## src/rtl/clk_en_gen.sv

```systemverilog
// Multi-channel clock-enable generator: phase-controlled divided enables, stall gating, coincidence strobe, pause/drain handshake.
// Optional per-channel cycle counters are built when CLK_EN_GEN_CYCLE_COUNT_EN is defined; otherwise cycle_cnt reads zero.
module clk_en_gen #(
    parameter int unsigned NUM_CH         = 3,
    parameter int unsigned DIV   [NUM_CH] = '{12, 4, 2},
    parameter int unsigned PHASE [NUM_CH] = '{0, 0, 0},
    parameter int unsigned CNT_W          = 64
) (
    input  logic                             clock,
    input  logic                             reset_n,
    input  logic                             stall,
    input  logic                             pause_req,
    output logic                             pause_ack,
    output logic [NUM_CH-1:0]                clk_en,
    output logic                             all_en,
    output logic [NUM_CH-1:0][CNT_W-1:0]     cycle_cnt
);

    typedef enum logic [1:0] {
        RUN    = 2'd0,
        DRAIN  = 2'd1,
        PAUSED = 2'd2
    } state_t;

    state_t            state;
    logic              frozen;
    wire  [NUM_CH-1:0] raw;

    assign frozen = stall | (state == PAUSED);
    assign clk_en = raw & {NUM_CH{~frozen}};
    assign all_en = &clk_en;

    // Per-channel divide counter, sized to its own ratio; DIV of 1 keeps a single constant-zero bit.
    for (genvar i = 0; i < NUM_CH; i++) begin : g_ch
        localparam int unsigned DW = (DIV[i] > 1) ? $clog2(DIV[i]) : 1;

        logic [DW-1:0] div_cnt;

        assign raw[i] = (div_cnt == DW'(DIV[i] - 1));

        always_ff @(posedge clock or negedge reset_n) begin
            if (!reset_n) begin
                div_cnt <= DW'(PHASE[i]);
            end else if (!frozen) begin
                div_cnt <= raw[i] ? '0 : div_cnt + DW'(1);
            end
        end
    end

`ifdef CLK_EN_GEN_CYCLE_COUNT_EN
    logic [CNT_W-1:0] cnt_q [NUM_CH];

    for (genvar i = 0; i < NUM_CH; i++) begin : g_cnt
        always_ff @(posedge clock or negedge reset_n) begin
            if (!reset_n) begin
                cnt_q[i] <= '0;
            end else if (clk_en[i]) begin
                cnt_q[i] <= cnt_q[i] + CNT_W'(1);
            end
        end
    end

    always_comb begin
        cycle_cnt = '0;
        for (int i = 0; i < NUM_CH; i++) begin
            cycle_cnt[i] = cnt_q[i];
        end
    end
`else
    assign cycle_cnt = '0;
`endif

    // Pause handshake: the coincidence edge that enters PAUSED is itself issued, so ack rises one cycle later.
    always_ff @(posedge clock or negedge reset_n) begin
        if (!reset_n) begin
            state     <= RUN;
            pause_ack <= 1'b0;
        end else begin
            case (state)
                RUN: begin
                    if (pause_req && all_en) begin
                        state     <= PAUSED;
                        pause_ack <= 1'b1;
                    end else if (pause_req) begin
                        state <= DRAIN;
                    end
                end
                DRAIN: begin
                    if (!pause_req) begin
                        state <= RUN;
                    end else if (all_en) begin
                        state     <= PAUSED;
                        pause_ack <= 1'b1;
                    end
                end
                PAUSED: begin
                    if (!pause_req) begin
                        state     <= RUN;
                        pause_ack <= 1'b0;
                    end
                end
                default: begin
                    state     <= RUN;
                    pause_ack <= 1'b0;
                end
            endcase
        end
    end

endmodule
```

## config.mk

```make
export PLATFORM = sky130hd
export DESIGN_NAME = clk_en_gen
export DESIGN_NICKNAME = d
export VERILOG_FILES = /design/src/rtl/clk_en_gen.sv
export SDC_FILE = /design/constraint.sdc
export NUM_CORES = 1
export LEC_CHECK = 0
export ABC_AREA = 1
export ABC_CLOCK_PERIOD_IN_PS = 1400
export BUFFER_PORTS_ARGS = -buffer_cell sky130_fd_sc_hd__buf_2
export CAP_MARGIN = 10
export CORE_AREA = 2 2 77 79
export CTS_CLUSTER_DIAMETER = 50
export DETAILED_ROUTE_END_ITERATION = 10
export DIE_AREA = 0 0 79 81
export GPL_TIMING_DRIVEN = 0
export PLACE_DENSITY = 0.9
export SYNTH_ARGS = -nofsm -noshare
export SYNTH_HDL_FRONTEND = slang
export SYNTH_SLANG_ARGS = --single-unit
export TNS_END_PERCENT = 30
```

## constraint.sdc

```tcl
create_clock -name clock -period 1.4 [get_ports clock]
set_input_delay 0.21 -clock clock [delete_from_list [all_inputs] [get_ports clock]]
set_output_delay 0.21 -clock clock [all_outputs]
set_load 0.005 [all_outputs]
```

# After elaboration in Yosys (flattened, before gate mapping)
# Cells that the tools add are included.
# W data, S select, Z words.
classes:
  addsub: 3
  n_mul: 0
  div_mod_pow: 0
  order_cmp: 0
  eq_ne: 10
  shift: 0
  muxes: 14
  bitwise_logic: 3
  reduce_logical: 5
op_table:
  columns: ["cell", "count"]
  rows:
  - ["$mux W2", 6]
  - ["$ne A2 B2 Y1 const B", 4]
  - ["$ne A3 B3 Y1 const B", 2]
  - ["$pmux W2 S3", 1]
  - ["$reduce_and A3 Y1", 2]
  - ["$mux W1", 5]
  - ["$add A4 B1 Y4 const B", 1]
  - ["$eq A2 B2 Y1 const B", 2]
  - ["$eq A4 B4 Y1 const B", 1]
  - ["$mux W4", 1]
  - ["$reduce_and A4 Y1", 1]
  - ["$and A3 B3 Y3", 1]
  - ["$pmux W1 S3", 1]
  - ["$add A2 B1 Y2 const B", 1]
  - ["$eq A2 B1 Y1 const B", 1]
  - ["$logic_not A2 Y1", 1]
  - ["$add A1 B1 Y1 const B", 1]
  - ["$logic_and A1 B1 Y1", 1]
  - ["$not A1 Y1", 1]
  - ["$or A1 B1 Y1", 1]
word_totals:
  ff_bits: 10
  latch_bits: 0
  ram_bits: 0
  mem_bits_ro: 0
  n_memories: 0

# Depth between registers and ports, before layout
# Gate-level depths: netlist of the first run.
logic_depth:
  word_depth: 8
  mapped_depth: 6
  ltp_nobuf: 6

# Worst setup path after synthesis of the first run
# Ideal clock, no wire load.
synth_path:
  path_type: "reg-to-output"
  start: "register g_ch[0].div_cnt[0]"
  end: "output all_en"
  arrival_ns: 0.980
  slack_ns: 0.210
  path_stages_with_launch: 6
  path_cell_list: "dfrtp_1 -> ha_1 -> nand2_1 -> nor2_1 -> nand2_1 -> nor2_1"
synth_via:
  elab_chain_len: 3
synth_rtl:
  columns: ["element", "line_no", "source"]
  rows:
  - ["start, declared", "37", "logic [DW-1:0] div_cnt;"]
  - ["start signal, assigned", "43", "div_cnt <= DW'(PHASE[i]);"]
  - ["start signal, assigned", "45", "div_cnt <= raw[i] ? '0 : div_cnt + DW'(1);"]
  - ["$eq A4 B4 Y1", "39", "assign raw[i] = (div_cnt == DW'(DIV[i] - 1));"]
  - ["$and A3 B3 Y3", "30", "assign clk_en = raw & {NUM_CH{~frozen}};"]
  - ["$reduce_and A3 Y1", "31", "assign all_en = &clk_en;"]
  - ["end, declared", "15", "output logic all_en,"]
# No other way between the ends.

# Worst setup path in the final report of the first run
# Same ends and word-level chain as after synthesis.

==> impl_metrics.yaml, run 1 <==
run_status:
  status: "finished, violations left"
  violations: "negative setup slack"
die:
  ios: 201
  dieArea_sq_um: 6400
  rows: 28
  start_util_pct: 34.6
  die_h_microns: 81
  die_w_microns: 79
  core_area_sq_um: 5680
run:
  maxCapViolCount: 0
critical_path:
  cpPeakStageDelay_ps: 360
  cp_slowest_cell: "dfrtp_1"
  critPathLaunchType: "flop"
  required_ps: 1190
  critPathKind: "reg -> out"
  cp.arrival_ps: 1240
  worstPathCellList: "ha_2 -> nand2_2 -> nor2_4 -> nand2_2 -> nor2_4 -> buf_6"
  crit_path_max_fanout: 2
  critical_path.endpoint_type: "primary output"
power_and_ir_drop:
  power_switching_uw: 577
  p_total_mw: 1.66
  leakagePower_nw: 2.04
  power_density_nw_per_um2: 559
  p_int_mw: 1.08
  power_switching_share_pct: 34.8
  pwr-share-clk_pct: 17.5
  peakVddDrop_mv: 0.328
  p_comb_share_pct: 54.9
  p_seq_share_pct: 27.6
routing:
  via_per_inst: 2.81
  routed_wl_microns: 3450
  drt_iter0_markers: 19
  drt.antenna.violating_nets: 0
  first_pass_iters: 4
  drc_errors: 0
  vias: 1511
  wl_per_cell_microns: 6.41
cells_and_area:
  multiInputGateArea_sq_um: 972
  num_antenna_cells: 0
  layout_common_cells: "buf_4, conb_1, inv_1"
  mostFrequentLayoutCell: "buf_4"
  fillers: 560
  seq_area_sq_um: 251
  fin_area_sq_um: 2970
  drive_above_1_share_pct: 48.8
  area_growth_pct: 50.9
  fin_nets: 471
timing:
  fin_skew_ps: 0.201
  hold_violations: 0
  setup_viol_count_final: 2
  fin_ws_ps: -55.0
  fmax_mhz: 687
  post-route-min-period_ps: 1450
  rsz0062_at_grt: "yes"
  timing.final.crit_share_pct: 104
  slew_viol_final: 0
clocking:
  cts_tree: "built"
  htree_levels: 1
  cts_sinks: 10
  cts_root_buffer: "clkbuf_8"
  clk_path_buf_depth: 2
  clock_latency_ps: 230
  clk_pin_slew_ps: 40
  cts_made_buffers: 3
logic_synthesis:
  ys_ff_latch: 10
  synth_cells: 253
  yosysSeqAreaShare_pct: 12.7
  synth_area_per_cell_sq_um: 7.77
  syn_area_sq_um: 1970
  post-synth-top-area-cell: "buf_4"
  ys_top_cells_by_area: "buf_4, dfrtp_1, inv_1"
  yosysUniqueCellTypes: 20
  yosys_warnings: 0
  synth_top_area_share_pct: 73.3
global_route:
  gr-usage-all-layers_pct: 9.35
  grt_start_max_net_pins: 11
  grt_pass1_vias: 1122
  grt_pass1_wl_microns: 4850
  antenna_found_initial: 0
  grt.overflow.total: 0
placed_design:
  portBuffers: 8
  dpl.hpwl_microns: 3140
  postPlaceCellArea_sq_um: 2820
  place_ws_ps: -62.5
  gp_congestion: 0.764
worst_hold_path:
  holdCritPathClass: "in -> reg"
## through the flow
stage | util (%) | std cells | TNS, ps | hold slack [ps]
final | 52.2 | 538 | -60.8 | 262
after detailed placement | 49.6 | 527 | -62.5 | 92.7
after floorplan | - | 444 | 0 | -85.6
after global routing | 52.2 | 538 | -305 | 289
after CTS | 51.8 | 537 | -121 | 258
after global placement | 49.6 | 527 | -1.86 | 83.4
## critical path, delay by kind of cell (launching register included)
kind,cells,cell delay [ps]
adders and majority gates,1,190
DFF,1,360
and+or+nand+nor,4,350
buffers and inverters,1,110
## synth_stat cells
cell type / instances
a21oi_4: 1
o31ai_1: 1
o21ai_1: 3
buf_6: 1
o21a_1: 1
nor3_1: 1
a21oi_2: 1
a21oi_1: 3
dfrtp_1: 10
nor2_1: 8
conb_1: 1
o21bai_2: 1
nand4_1: 2
buf_4: 192
inv_1: 10
nand2_1: 10
ha_1: 2
nand3_1: 2
nand4_2: 1
inv_2: 2
## registers in the layout, indices dropped and copies added, names as in the netlist
signal        flops
g_ch.div_cnt      7
pause_ack         1
state             2
## logic make-up (layout without fill, tap and decap cells)
group / after synthesis / after routing / synth area share (%)
compound gates: 11 / 11 / 4.14
flops: 10 / 10 / 12.7
simple gates: 24 / 24 / 5.47
other cells: 1 / 192 / 0.191
fa+ha+maj: 2 / 2 / 1.27
buf+inv: 205 / 224 / 76.2
## layer usage
| metal | track usage [%] | share of wire, % | wire (microns) |
|---|---|---|---|
| met4 | 2.07 | 0.70 | 24 |
| met2 | 17.8 | 53 | 1840 |
| met5 | 0 | 0 | 0 |
| met3 | 5.56 | 18 | 623 |
| met1 | 8.53 | 28 | 965 |
## power groups by stage
stage,logic (mW),registers (mW),clock network (mW)
after floorplan,0.701,0.441,0
after global placement,0.759,0.450,0
after detailed placement,0.772,0.454,0
after CTS,0.852,0.454,0.301
after global routing,1.04,0.470,0.309
final,0.910,0.457,0.291
## repair_timing
action | CTS | global route
hold endpoints to repair | 10 | 0
pin swaps | 5 | 3
buffers inserted | 6 | 1
resized for setup | 7 | 6
endpoints found under the setup margin | 3 | 5
hold buffers | 1 | 0
## cell type report
type / count / share of cell area (%)
flip-flops and latches: 10 / 8.48
plain buffers: 193 / 49.0
multi-input cells: 229 / 32.8
inverters: 12 / 1.52
well taps: 75 / 3.16
repair buffers: 16 / 3.67
clock buffers: 3 / 1.39
## path summary, 6_finish.rpt
kind	slack, ps	from	end	cells after the start
max	-50	g_ch[0].div_cnt[0]$_DFFE_PN0N_	all_en	6
min	260	pause_req	state[0]$_DFFE_PN0P_	3
max reg2reg	-10	g_ch[0].div_cnt[0]$_DFFE_PN0N_	state[0]$_DFFE_PN0P_	9
min reg2reg	490	g_ch[1].div_cnt[1]$_DFFE_PN0N_	g_ch[1].div_cnt[1]$_DFFE_PN0N_	2
max in group asynchronous	810	reset_n	state[1]$_DFFE_PN0P_	2
min in group asynchronous	370	reset_n	g_ch[1].div_cnt[1]$_DFFE_PN0N_	2
Note: power is estimated with default switching activity, not from simulation.
==> inputs of run 2 (changes only) <==
--- a/config.mk
+++ b/config.mk
@@ -14,7 +14,8 @@
 export DETAILED_ROUTE_END_ITERATION = 10
 export DIE_AREA = 0 0 79 81
 export GPL_TIMING_DRIVEN = 0
-export PLACE_DENSITY = 0.9
+export MAX_ROUTING_LAYER = met4
+export PLACE_DENSITY = 0.8
 export SYNTH_ARGS = -nofsm -noshare
 export SYNTH_HDL_FRONTEND = slang
 export SYNTH_SLANG_ARGS = --single-unit
==> impl_metrics.yaml, run 2 (synthesis gave the netlist of run 1 again) <==
placed_design:
  dpl.cell_count: 527
  portBuffers: 8
  gp_congestion: 0.796
  dpl.hpwl_microns: 3150
power_and_ir_drop:
  leakagePower_nw: 2.04
  power_switching_uw: 597
  p_seq_share_pct: 25.7
  p_comb_share_pct: 53.6
  power_density_nw_per_um2: 594
  power_switching_share_pct: 33.9
  p_int_mw: 1.16
  pwr-share-clk_pct: 20.7
  peakVddDrop_mv: 0.470
  p_total_mw: 1.76
cells_and_area:
  biggestRegsByFlops: "g_ch.div_cnt x7, state x2, pause_ack x1"
  multiInputGateArea_sq_um: 962
  layout_common_cells: "buf_4, conb_1, inv_1"
  drive_above_1_share_pct: 48.5
  fin_nets: 471
  mostFrequentLayoutCell: "buf_4"
  largest-register: "g_ch.div_cnt"
  area_growth_pct: 50.7
  fillers: 561
  largest_reg_flops: 7
  seq_area_sq_um: 251
  final_cells: 539
  num_antenna_cells: 0
critical_path:
  required_ps: 1190
  crit_top_cell: "nand2_2"
  critical_path.endpoint_type: "primary output"
  critPathTopFamily: "flip-flops"
  critPathLaunchType: "flop"
  cpPeakStageDelay_ps: 360
  crit_path_max_fanout: 2
  cp.arrival_ps: 1290
  worstPathCellList: "ha_2 -> nand2_2 -> nor2_4 -> nand2_2 -> nor2_2 -> buf_2"
  cp_slowest_cell: "dfrtp_1"
  critPathBufInv: 1
  critPathKind: "reg -> out"
run_status:
  status: "finished, violations left"
  violations: "negative setup slack"
routing:
  vias: 1460
  wl_per_cell_microns: 6.36
  routed_wl_microns: 3430
  drt.antenna.violating_nets: 0
  first_pass_iters: 5
  drt_iter0_markers: 40
  via_per_inst: 2.71
  drc_errors: 0
die:
  start_util_pct: 34.6
  core_area_sq_um: 5680
  rows: 28
  ios: 201
  dieArea_sq_um: 6400
  die_h_microns: 81
  die_w_microns: 79
timing:
  fmax_mhz: 667
  timing.final.crit_share_pct: 107
  slew_viol_final: 0
  whs_ps: 265
  setup_viol_count_final: 1
  rsz0062_at_grt: "yes"
  fin_skew_ps: 1.55
  fin_ws_ps: -98.6
  post-route-min-period_ps: 1500
  hold_violations: 0
global_route:
  grt_pass1_vias: 1063
  gr-usage-all-layers_pct: 9.33
  grt.overflow.total: 0
  grt_start_max_net_pins: 11
  antenna_found_initial: 0
  grt_pass1_wl_microns: 4770
clocking:
  clk_pin_slew_ps: 50
  cts_sinks: 10
  clock_latency_ps: 240
  clk_path_buf_depth: 2
  cts_made_buffers: 3
  cts_tree: "built"
  cts_root_buffer: "clkbuf_8"
  htree_levels: 1
run:
  maxCapViolCount: 0
worst_hold_path:
  holdCritPathClass: "in -> reg"
## run 2: cell count changes in the layout (fill, tap and decap cells not counted)
cell	previous run	this run
nand2_2	3	2
nor2_2	1	2
clkbuf_8	3	4
ha_1	0	1
buf_2	7	8
nand2_1	7	8
buf_6	2	1
nor2_4	2	1
ha_2	2	1
## run 2: metrics by stage
step           util [%]  area [sq um]  setup slack, ps  TNS, ps
5_1_grt            52.2          2960             -160     -214
3_3_place_gp       49.6          2820            -27.2    -27.2
2_1_floorplan         -          2680              210        0
6_report           52.2          2960            -98.6    -98.6
4_1_cts            51.4          2920             -109     -125
3_5_place_dp       49.6          2820            -47.3    -47.3
## run 2: path summary, 6_finish.rpt
| path | slack [ps] | cells after the start | to | from |
|---|---|---|---|---|
| setup / recovery | -100 | 6 | all_en | g_ch[0].div_cnt[0]$_DFFE_PN0N_ |
| max in group asynchronous | 830 | 2 | state[1]$_DFFE_PN0P_ | reset_n |
| setup reg to reg | 200 | 7 | g_ch[0].div_cnt[0]$_DFFE_PN0N_ | g_ch[0].div_cnt[0]$_DFFE_PN0N_ |
| min in group asynchronous | 360 | 2 | g_ch[0].div_cnt[0]$_DFFE_PN0N_ | reset_n |
| hold / removal | 260 | 3 | pause_ack$_DFFE_PN0P_ | pause_req |
| hold reg to reg | 480 | 2 | g_ch[1].div_cnt[1]$_DFFE_PN0N_ | g_ch[1].div_cnt[1]$_DFFE_PN0N_ |
## run 2: power by group through the flow
stage / clock (mW) / sequential (mW) / combinational (mW)
after global routing: 0.392 / 0.461 / 1.05
after detailed placement: 0 / 0.454 / 0.780
after floorplan: 0 / 0.441 / 0.701
final: 0.364 / 0.452 / 0.943
after CTS: 0.370 / 0.441 / 0.842
after global placement: 0 / 0.451 / 0.761
## run 2: worst min-delay path, delay by kind of cell
kind	cells	cell delay, ps
compound gates	2	170
buf+inv	1	90
## run 2: cell type report
cell class                 count  share of cell area, %
sequential                    10                   8.49
multi-input combinational    229                   32.5
inverter                      12                   1.52
tap                           75                   3.17
clock buffer                   4                   1.86
timing repair buffer          16                   3.46
buffer                       193                   49.0
## run 2: per-layer routing
layer  up-vias  global-route usage, %  wire, microns
li1        807                      -              -
met1       553                   8.68           1010
met2       100                   17.7           1850
met3         0                   5.11            573
met4         0                  0.517              0
met5         -                      -              0
## run 2: timing repair
item | 4_1_cts | 5_1_grt
buffers inserted | 3 | 4
pin swaps | 1 | 4
resized for setup | 3 | 6
endpoints found under the hold margin | 10 | 0
endpoints found under the setup margin | 4 | 4
hold buffers | 1 | 0
